--- src/rtl/xor_frame_parity_pkg.sv ---
`default_nettype none
// ============================================================================
// Module : xor_frame_parity_pkg
// Brief  : Shared types and helpers for the XOR frame parity stage.
// Rev    : 1.0
// ============================================================================
package xor_frame_parity_pkg;

    typedef enum logic [0:0] {
        ACCUM = 1'b0,
        HOLD  = 1'b1
    } state_e;

    typedef struct packed {
        logic [1:0] data;
        logic       last;
    } beat_t;

    function automatic int clog2(input int value);
        int r;
        r = 0;
        while ((1 << r) < value) r++;
        return r;
    endfunction

endpackage
`default_nettype wire

--- src/rtl/xor_frame_parity_if.sv ---
`default_nettype none
// ============================================================================
// Module : xor_frame_parity_if
// Brief  : Beat input and frame-result output handshakes of the parity stage.
// Rev    : 1.0
// ============================================================================
interface xor_frame_parity_if #(
    parameter int CW = 4
);
    logic          in_valid;
    logic [1:0]    in_data;
    logic          in_last;
    logic          in_ready;
    logic          out_valid;
    logic          out_parity;
    logic [CW-1:0] out_count;
    logic          out_ready;

    modport master (
        output in_valid, in_data, in_last, out_ready,
        input  in_ready, out_valid, out_parity, out_count
    );

    modport slave (
        input  in_valid, in_data, in_last, out_ready,
        output in_ready, out_valid, out_parity, out_count
    );
endinterface
`default_nettype wire

--- src/rtl/xor_frame_parity_xor_pair.sv ---
`default_nettype none
// ============================================================================
// Module : xor_pair
// Brief  : Combinational 2-bit XOR kernel.
// Rev    : 1.0
// ============================================================================
module xor_pair (
    input  wire logic [1:0] i_pair,
    output logic            o_bit
);
    assign o_bit = i_pair[0] ^ i_pair[1];
endmodule
`default_nettype wire

--- src/rtl/xor_frame_parity.sv ---
`default_nettype none
// ============================================================================
// Module : xor_frame_parity
// Brief  : Folds per-beat pair XORs into one parity result per frame.
// Rev    : 1.0
// ============================================================================
module xor_frame_parity
    import xor_frame_parity_pkg::*;
#(
    parameter int FRAME_LEN = 8
) (
    input  wire logic          clock,
    input  wire logic          reset,
    xor_frame_parity_if.slave  bus
);
    localparam int CW = clog2(FRAME_LEN + 1);
    localparam logic [CW-1:0] C_LAST_IDX = CW'(FRAME_LEN - 1);

    typedef struct packed {
        logic          parity;
        logic [CW-1:0] count;
    } result_t;

    state_e        r_state, w_state_nxt;
    logic          r_acc, w_acc_nxt;
    logic [CW-1:0] r_count, w_count_nxt;
    result_t       r_res, w_res_nxt;

    beat_t w_beat;
    logic  w_b;
    logic  w_ready;
    logic  w_accept;
    logic  w_end;

    assign w_beat = '{data: bus.in_data, last: bus.in_last};

    xor_pair u_xor_pair (
        .i_pair (w_beat.data),
        .o_bit  (w_b)
    );

    // In HOLD the freshly cleared accumulator takes a beat in the same cycle
    // the result is handed off, so acceptance simply follows out_ready.
    assign w_ready  = (r_state == ACCUM) | bus.out_ready;
    assign w_accept = bus.in_valid & w_ready;
    assign w_end    = w_accept & (w_beat.last | (r_count == C_LAST_IDX));

    always_comb begin
        w_state_nxt = r_state;
        w_acc_nxt   = r_acc;
        w_count_nxt = r_count;
        w_res_nxt   = r_res;
        if (w_accept) begin
            if (w_end) begin
                w_res_nxt.parity = r_acc ^ w_b;
                w_res_nxt.count  = r_count + CW'(1);
                w_acc_nxt        = 1'b0;
                w_count_nxt      = '0;
                w_state_nxt      = HOLD;
            end else begin
                w_acc_nxt   = r_acc ^ w_b;
                w_count_nxt = r_count + CW'(1);
                w_state_nxt = ACCUM;
            end
        end else if ((r_state == HOLD) && bus.out_ready) begin
            w_state_nxt = ACCUM;
        end
    end

    always_ff @(posedge clock) begin
        if (reset) begin
            r_state <= ACCUM;
            r_acc   <= 1'b0;
            r_count <= '0;
            r_res   <= '0;
        end else begin
            r_state <= w_state_nxt;
            r_acc   <= w_acc_nxt;
            r_count <= w_count_nxt;
            r_res   <= w_res_nxt;
        end
    end

    assign bus.in_ready   = w_ready;
    assign bus.out_valid  = (r_state == HOLD);
    assign bus.out_parity = r_res.parity;
    assign bus.out_count  = r_res.count;

endmodule
`default_nettype wire
--- src/flat_wrapper.sv ---
// flat-port wrapper written by rule: the top's interface ports become plain ports
module xor_frame_parity_flat import xor_frame_parity_pkg::*;
#(
    parameter int FRAME_LEN = 8
)
  (clock, reset, bus_in_valid, bus_in_data, bus_in_last, bus_out_ready, bus_in_ready, bus_out_valid, bus_out_parity, bus_out_count);
  xor_frame_parity_if bus_i ();
  input  wire logic clock;
  input  wire logic reset;
  input wire logic [$bits(bus_i.in_valid)-1:0] bus_in_valid;
  input wire logic [$bits(bus_i.in_data)-1:0] bus_in_data;
  input wire logic [$bits(bus_i.in_last)-1:0] bus_in_last;
  input wire logic [$bits(bus_i.out_ready)-1:0] bus_out_ready;
  output wire logic [$bits(bus_i.in_ready)-1:0] bus_in_ready;
  output wire logic [$bits(bus_i.out_valid)-1:0] bus_out_valid;
  output wire logic [$bits(bus_i.out_parity)-1:0] bus_out_parity;
  output wire logic [$bits(bus_i.out_count)-1:0] bus_out_count;
  assign bus_i.in_valid = bus_in_valid;
  assign bus_i.in_data = bus_in_data;
  assign bus_i.in_last = bus_in_last;
  assign bus_i.out_ready = bus_out_ready;
  assign bus_in_ready = bus_i.in_ready;
  assign bus_out_valid = bus_i.out_valid;
  assign bus_out_parity = bus_i.out_parity;
  assign bus_out_count = bus_i.out_count;
  xor_frame_parity #(.FRAME_LEN(FRAME_LEN)) u_core (.clock(clock), .reset(reset), .bus(bus_i));
endmodule
--- config.mk ---
export PLATFORM = sky130hd
export DESIGN_NAME = xor_frame_parity_flat
export DESIGN_NICKNAME = d
export VERILOG_FILES = /design/src/rtl/xor_frame_parity_pkg.sv /design/src/rtl/xor_frame_parity_if.sv /design/src/rtl/xor_frame_parity_xor_pair.sv /design/src/rtl/xor_frame_parity.sv /design/src/flat_wrapper.sv
export SDC_FILE = /design/constraint.sdc
export NUM_CORES = 1
export LEC_CHECK = 0
export CAP_MARGIN = 20
export CORE_MARGIN = 2
export CORE_UTILIZATION = 29
export DETAILED_ROUTE_END_ITERATION = 10
export GPL_ROUTABILITY_DRIVEN = 0
export GPL_TIMING_DRIVEN = 0
export PLACE_DENSITY_LB_ADDON = 0.08
export REMOVE_ABC_BUFFERS = 1
export SLEW_MARGIN = 0
export SYNTH_ARGS = -nofsm -noshare
export SYNTH_HDL_FRONTEND = slang
export SYNTH_HIERARCHICAL = 1
export SYNTH_SLANG_ARGS = --single-unit
--- constraint.sdc ---
create_clock -name clock -period 1.95 [get_ports clock]
set_input_delay 0.585 -clock clock [delete_from_list [all_inputs] [get_ports clock]]
set_output_delay 0.585 -clock clock [all_outputs]
set_load 0.05 [all_outputs]
Word level (Yosys, flattened, before mapping)
Index checks and enable logic that the tools add are counted.
Storage, ports and cells
  register bits: 11
  bits in latches: 0
  bits in writable memories: 0
  memory bits (read-only): 0
  memories: 0
Operators by class
  $add $sub $neg: 1
  multipliers: 0
  divide/modulo/power cells: 0
  magnitude comparators: 0
  equal/unequal tests: 1
  shifts and indexed selects: 0
  muxes and demuxes: 5
  bitwise operators: 7
  reductions and logical operators: 3
Operators by type and width (number)
  $add 4x1->4 const B: 1
  $eq 4x3->1 const B: 1
  $mux 1: 4
  $mux 4: 1
  $and 1x1->1: 2
  $or 1x1->1: 2
  $reduce_and 2->1: 1
  $reduce_bool 2->1: 1
  $xor 1x1->1: 2
  $logic_and 1x1->1: 1
  $not 1->1: 1

Longest topological paths before layout
  depth in word-level cells: 6
  gate-level depth with buffers: 5
  mapped depth without buffers: 5

Cells and area by module
The synthesis kept the hierarchy.
Modules (own cells, without submodules)
  xor_frame_parity: instances 1, cells an instance 55, area an instance 501.7 um^2
  xor_pair: instances 1, cells an instance 1, area an instance 8.8 um^2

Worst setup path before layout
Ideal clock, no wire load.
  path kind: flip-flop to flip-flop
  from: reg u_core.r_state, in the netlist u_core/bus.out_valid
  to: reg u_core.r_acc
  setup time: 137 ps
  arrival: 1608 ps
  required time: 1813 ps
  path slack: 205 ps
  stages on the path, launching flop included: 5
  path through: dfxtp_1 nand2b_1 and2_1 nand4b_1 a21oi_1
Between the ends
  cells in the longest elaborated chain, start to end: 5
Ends and longest elaborated chain
  start, declared: RTL line xor_frame_parity.sv:24  | state_e r_state, w_state_nxt;
  start signal, assigned: RTL line xor_frame_parity.sv:77  | r_state <= w_state_nxt;
  $not 1->1 *: RTL line xor_frame_parity.sv:44  | assign w_ready = (r_state == ACCUM) | bus.out_ready;
  $or 1x1->1 *: RTL line xor_frame_parity.sv:44
  net bus_in_ready: RTL line flat_wrapper.sv:14  | output wire logic [$bits(bus_i.in_ready)-1:0] bus_in_ready;
  $and 1x1->1 *: RTL line xor_frame_parity.sv:45  | assign w_accept = bus.in_valid & w_ready;
  $and 1x1->1: RTL line xor_frame_parity.sv:46  | assign w_end = w_accept & (w_beat.last | (r_count == C_LAST_IDX));
  $mux 1: RTL line xor_frame_parity.sv:54  | if (w_end) begin
  end signal, assigned: RTL line xor_frame_parity.sv:78  | r_acc <= w_acc_nxt;
  end, declared: RTL line xor_frame_parity.sv:25  | logic r_acc, w_acc_nxt;
The timed path passes the listed nets; every way through them passes the cells marked *.
A chain may end at the register's enable or synchronous reset.

Worst setup path after layout
  from: in bus_out_ready
  to: out bus_in_ready
Between the ends
  cells in the longest elaborated chain, start to end: 1
Ends and longest elaborated chain
  start, declared: RTL line flat_wrapper.sv:13  | input wire logic [$bits(bus_i.out_ready)-1:0] bus_out_ready;
  $or 1x1->1: RTL line xor_frame_parity.sv:44
  end, declared: RTL line flat_wrapper.sv:14
Every way passes these cells.

==> summary.txt <==
Synth
  – Post-synth EDFFs: 0
  – Main synth FF type: dfxtp_1
  – Post-synth top area share: between 40% and 50%
  – Top cells by area, synth: dfxtp_1 (43%), a211oi_2 (7.4%), a21oi_1 (6.9%)
  – Register area share after synthesis: 43.1%
  – Post-Syn Area: between 500 and 600 um2
  – Cell variety after synth: 19
  – Synth warn: 6
  – Mean Syn Cell Area: 9.12 um2
  – Yosys reg bits: 11
  – FFs w/ async S/R, synth: 0%
  – Cell count after synthesis: 56
  – Dominant cell type by area after synthesis: dfxtp_1

Floorplan
  – I/O pins: 14
  – Die X-Extent: 46.0 um
  – Placeable Area: 0.00169 mm2
  – Chip Height: 46.0 um
  – Die area: ~0.0021 mm2
  – Row count: 15
  – Initial Utilization: between 30% and 40%

Global routing
  – GRT Overall Usage: approximately 12%
  – Total gr overflow: 0
  – Vias in the first global route: 369
  – Largest net degree at the start of global routing: 12
  – Initial antenna violation count: 0
  – First-pass GRT wire length: about 1700 um

Clock tree
  – CTS tree: yes
  – CTS sink cnt: 11
  – Hold_buf cts: 0
  – Clock root buffer: clkbuf_4
  – CTS Buf Count: 3
  – CTS HTree Levels: 1
  – Worst-path clk slew: about 0.06 ns
  – Clock Latency Late Sink: 0.26 ns
  – CTS Buffer Depth: 2

Final layout
  – Share of layout cells above drive strength 1: 19.4%
  – Ant diodes: 0
  – Fin nets: 81
  – Area grow syn2layout: 35.0%
  – Finished Cell Area: 689 um2
  – Area taken by multi-input logic gates: slightly below 300 um2
  – Commonest cells after routing, fill and taps aside: dfxtp_1 (11), a21oi_1 (7), clkdlybuf4s50_1 (6), dlygate4sd2_1 (6), nand2_1 (5)
  – Commonest non-fill, non-tap cell in the layout: dfxtp_1
  – Sequential standard cell area: 220 um2
  – # fillers: 170

Worst setup path
  – Max FO, Critical Path: 5
  – Crit start category: input port
  – Critical Path RT: 1.36 ns
  – WP data arrival: between 1 and 1.5 ns
  – WS Path Type: input port to output port
  – R2r setup slk: 0.48 ns
  – Worst setup EP type: output port
  – RR Endpoint: u_core/bus.out_count[0]
  – FF-to-FF path depth: 5
  – RR Startpoint: u_core/r_count[0]

Drt
  – Routed WL per cell: between 10 and 15 um
  – Vias after detailed routing: 446
  – DRT Pass-1 Iters: 3
  – DR iter-0 viols: 2
  – Final antenna-violating net count: 0
  – Routed WL: 1090 um
  – DRC Markers: 0
  – Vias per Instance: 5.01

Flow run
  – Maxcap violations: 0

Timing
  – Setup TNS: 0 ns
  – Hold Vio Cnt, Final: 0
  – Fin. max-slew vios: 0
  – RSZ-0062 raised after global routing: false
  – Rel. slew slack: 67.8%
  – Worst slew pin tran: 0.486 ns
  – Crit path time final: between 1.5 and 2 ns
  – Highest Clock Rate: 520 MHz
  – Period Utilization, post-route: 98.6%
  – Final Skew: around 0.00072 ns
  – # setup viols final: 0

Min path
  – Hold endpoint: u_core/r_count[1]
  – Hold path cells: 2
  – Beginning of the worst hold path: u_core/r_count[1]
  – HP Class: register to register

Placement
  – Final HPWL DP: 784 um
  – Port Buffers: 13
  – Area after DPL: 658 um2

Power and ir drop
  – P_leak: 0.264 nW
  – Power Density: 713 mW/mm2
  – VDD IR-drop max: 0.000413 V

Outcome
  – Status: finished clean
metrics by stage:
stage / worst slack (ns) / util, % / power, W / cells / hold slack [ns]
after CTS: -0.00815 / 40.3 / 0.000504 / 89 / 0.477
after detailed placement: -0.698 / 39.0 / 0.000351 / 85 / 0.467
after floorplan: 0.222 / - / 0.000310 / 55 / 0.443
after global routing: 0.00749 / 40.8 / 0.000521 / 89 / 0.515
final: 0.0264 / 40.8 / 0.000491 / 89 / 0.474
after global placement: -0.694 / 39.0 / 0.000351 / 85 / 0.467
sequential cells by signal (all words and copies together), names as in the netlist:
signal	count
u_core/r_acc	1
u_core/r_count	4
u_core/bus.out_valid	1
u_core/bus.out_count	4
u_core/bus.out_parity	1
final cells by class:
class / count / share of cell area (%)
repair buffers: 13 / 18.5
flip-flops and latches: 11 / 31.9
clock buffers: 4 / 3.81
multi-input cells: 44 / 42.6
well taps: 17 / 3.09
metal layers:
| metal | share of wire, % | GRT usage [%] | vias to the layer above |
|---|---|---|---|
| li1 | - | - | 230 |
| met1 | 50 | 15.5 | 204 |
| met2 | 43 | 15.8 | 10 |
| met3 | 6.3 | 2.38 | 2 |
| met4 | 1.1 | 8.57 | 0 |
| met5 | 0 | 0 | - |
worst max path at each step:
stage	start	end	slack [ns]	depth (start not counted)
after detailed placement	bus_out_ready	bus_in_ready	-0.70	3
after global routing	bus_out_ready	bus_in_ready	0.007	3
after global placement	bus_out_ready	bus_in_ready	-0.69	3
after floorplan	u_core/bus.out_valid	u_core/bus.out_count[1]	0.22	4
final	bus_out_ready	bus_in_ready	0.03	3
after CTS	bus_out_ready	bus_in_ready	-0.008	3
cells by family after synthesis:
group | count (synthesis) | share of synthesized area, %
AO/OA/AOI/OAI | 15 | 21.6
AND/OR/NAND/NOR | 24 | 25.2
adder cells (fa/ha/maj) | 1 | 2.45
buffers and inverters | 1 | 0.735
flip-flops | 11 | 43.1
XOR/XNOR | 4 | 6.86
power breakdown:
group	total, W	leakage (nW)	switching [W]	internal, W
sequential	0.000242	0.0898	0.00000691	0.000235
combinational	0.000101	0.160	0.0000624	0.0000388
clock	0.000148	0.0150	0.0000694	0.0000790
total	0.000491	0.264	0.000139	0.000353
what timing repair did:
item | CTS | global route
endpoints found under the hold margin | 0 | 0
resized for setup | 14 | 2
setup buffers | 0 | 0
endpoints found under the setup margin | 7 | 1
critical path: stages:
cell	delay, ns
clkdlybuf4s50_1	0.45
nand2b_4	0.15
buf_8	0.15
synthesized netlist by cell type (3+ instances only):
cell and n:
nor3_1 3, a211oi_2 3, nand2_1 5, nand3_1 4, a21oi_1 7, nor2_1 3
dfxtp_1 11, o21ai_0 4, nor2_2 4, xnor2_1 3
Power figures use the tool's default switching activity.
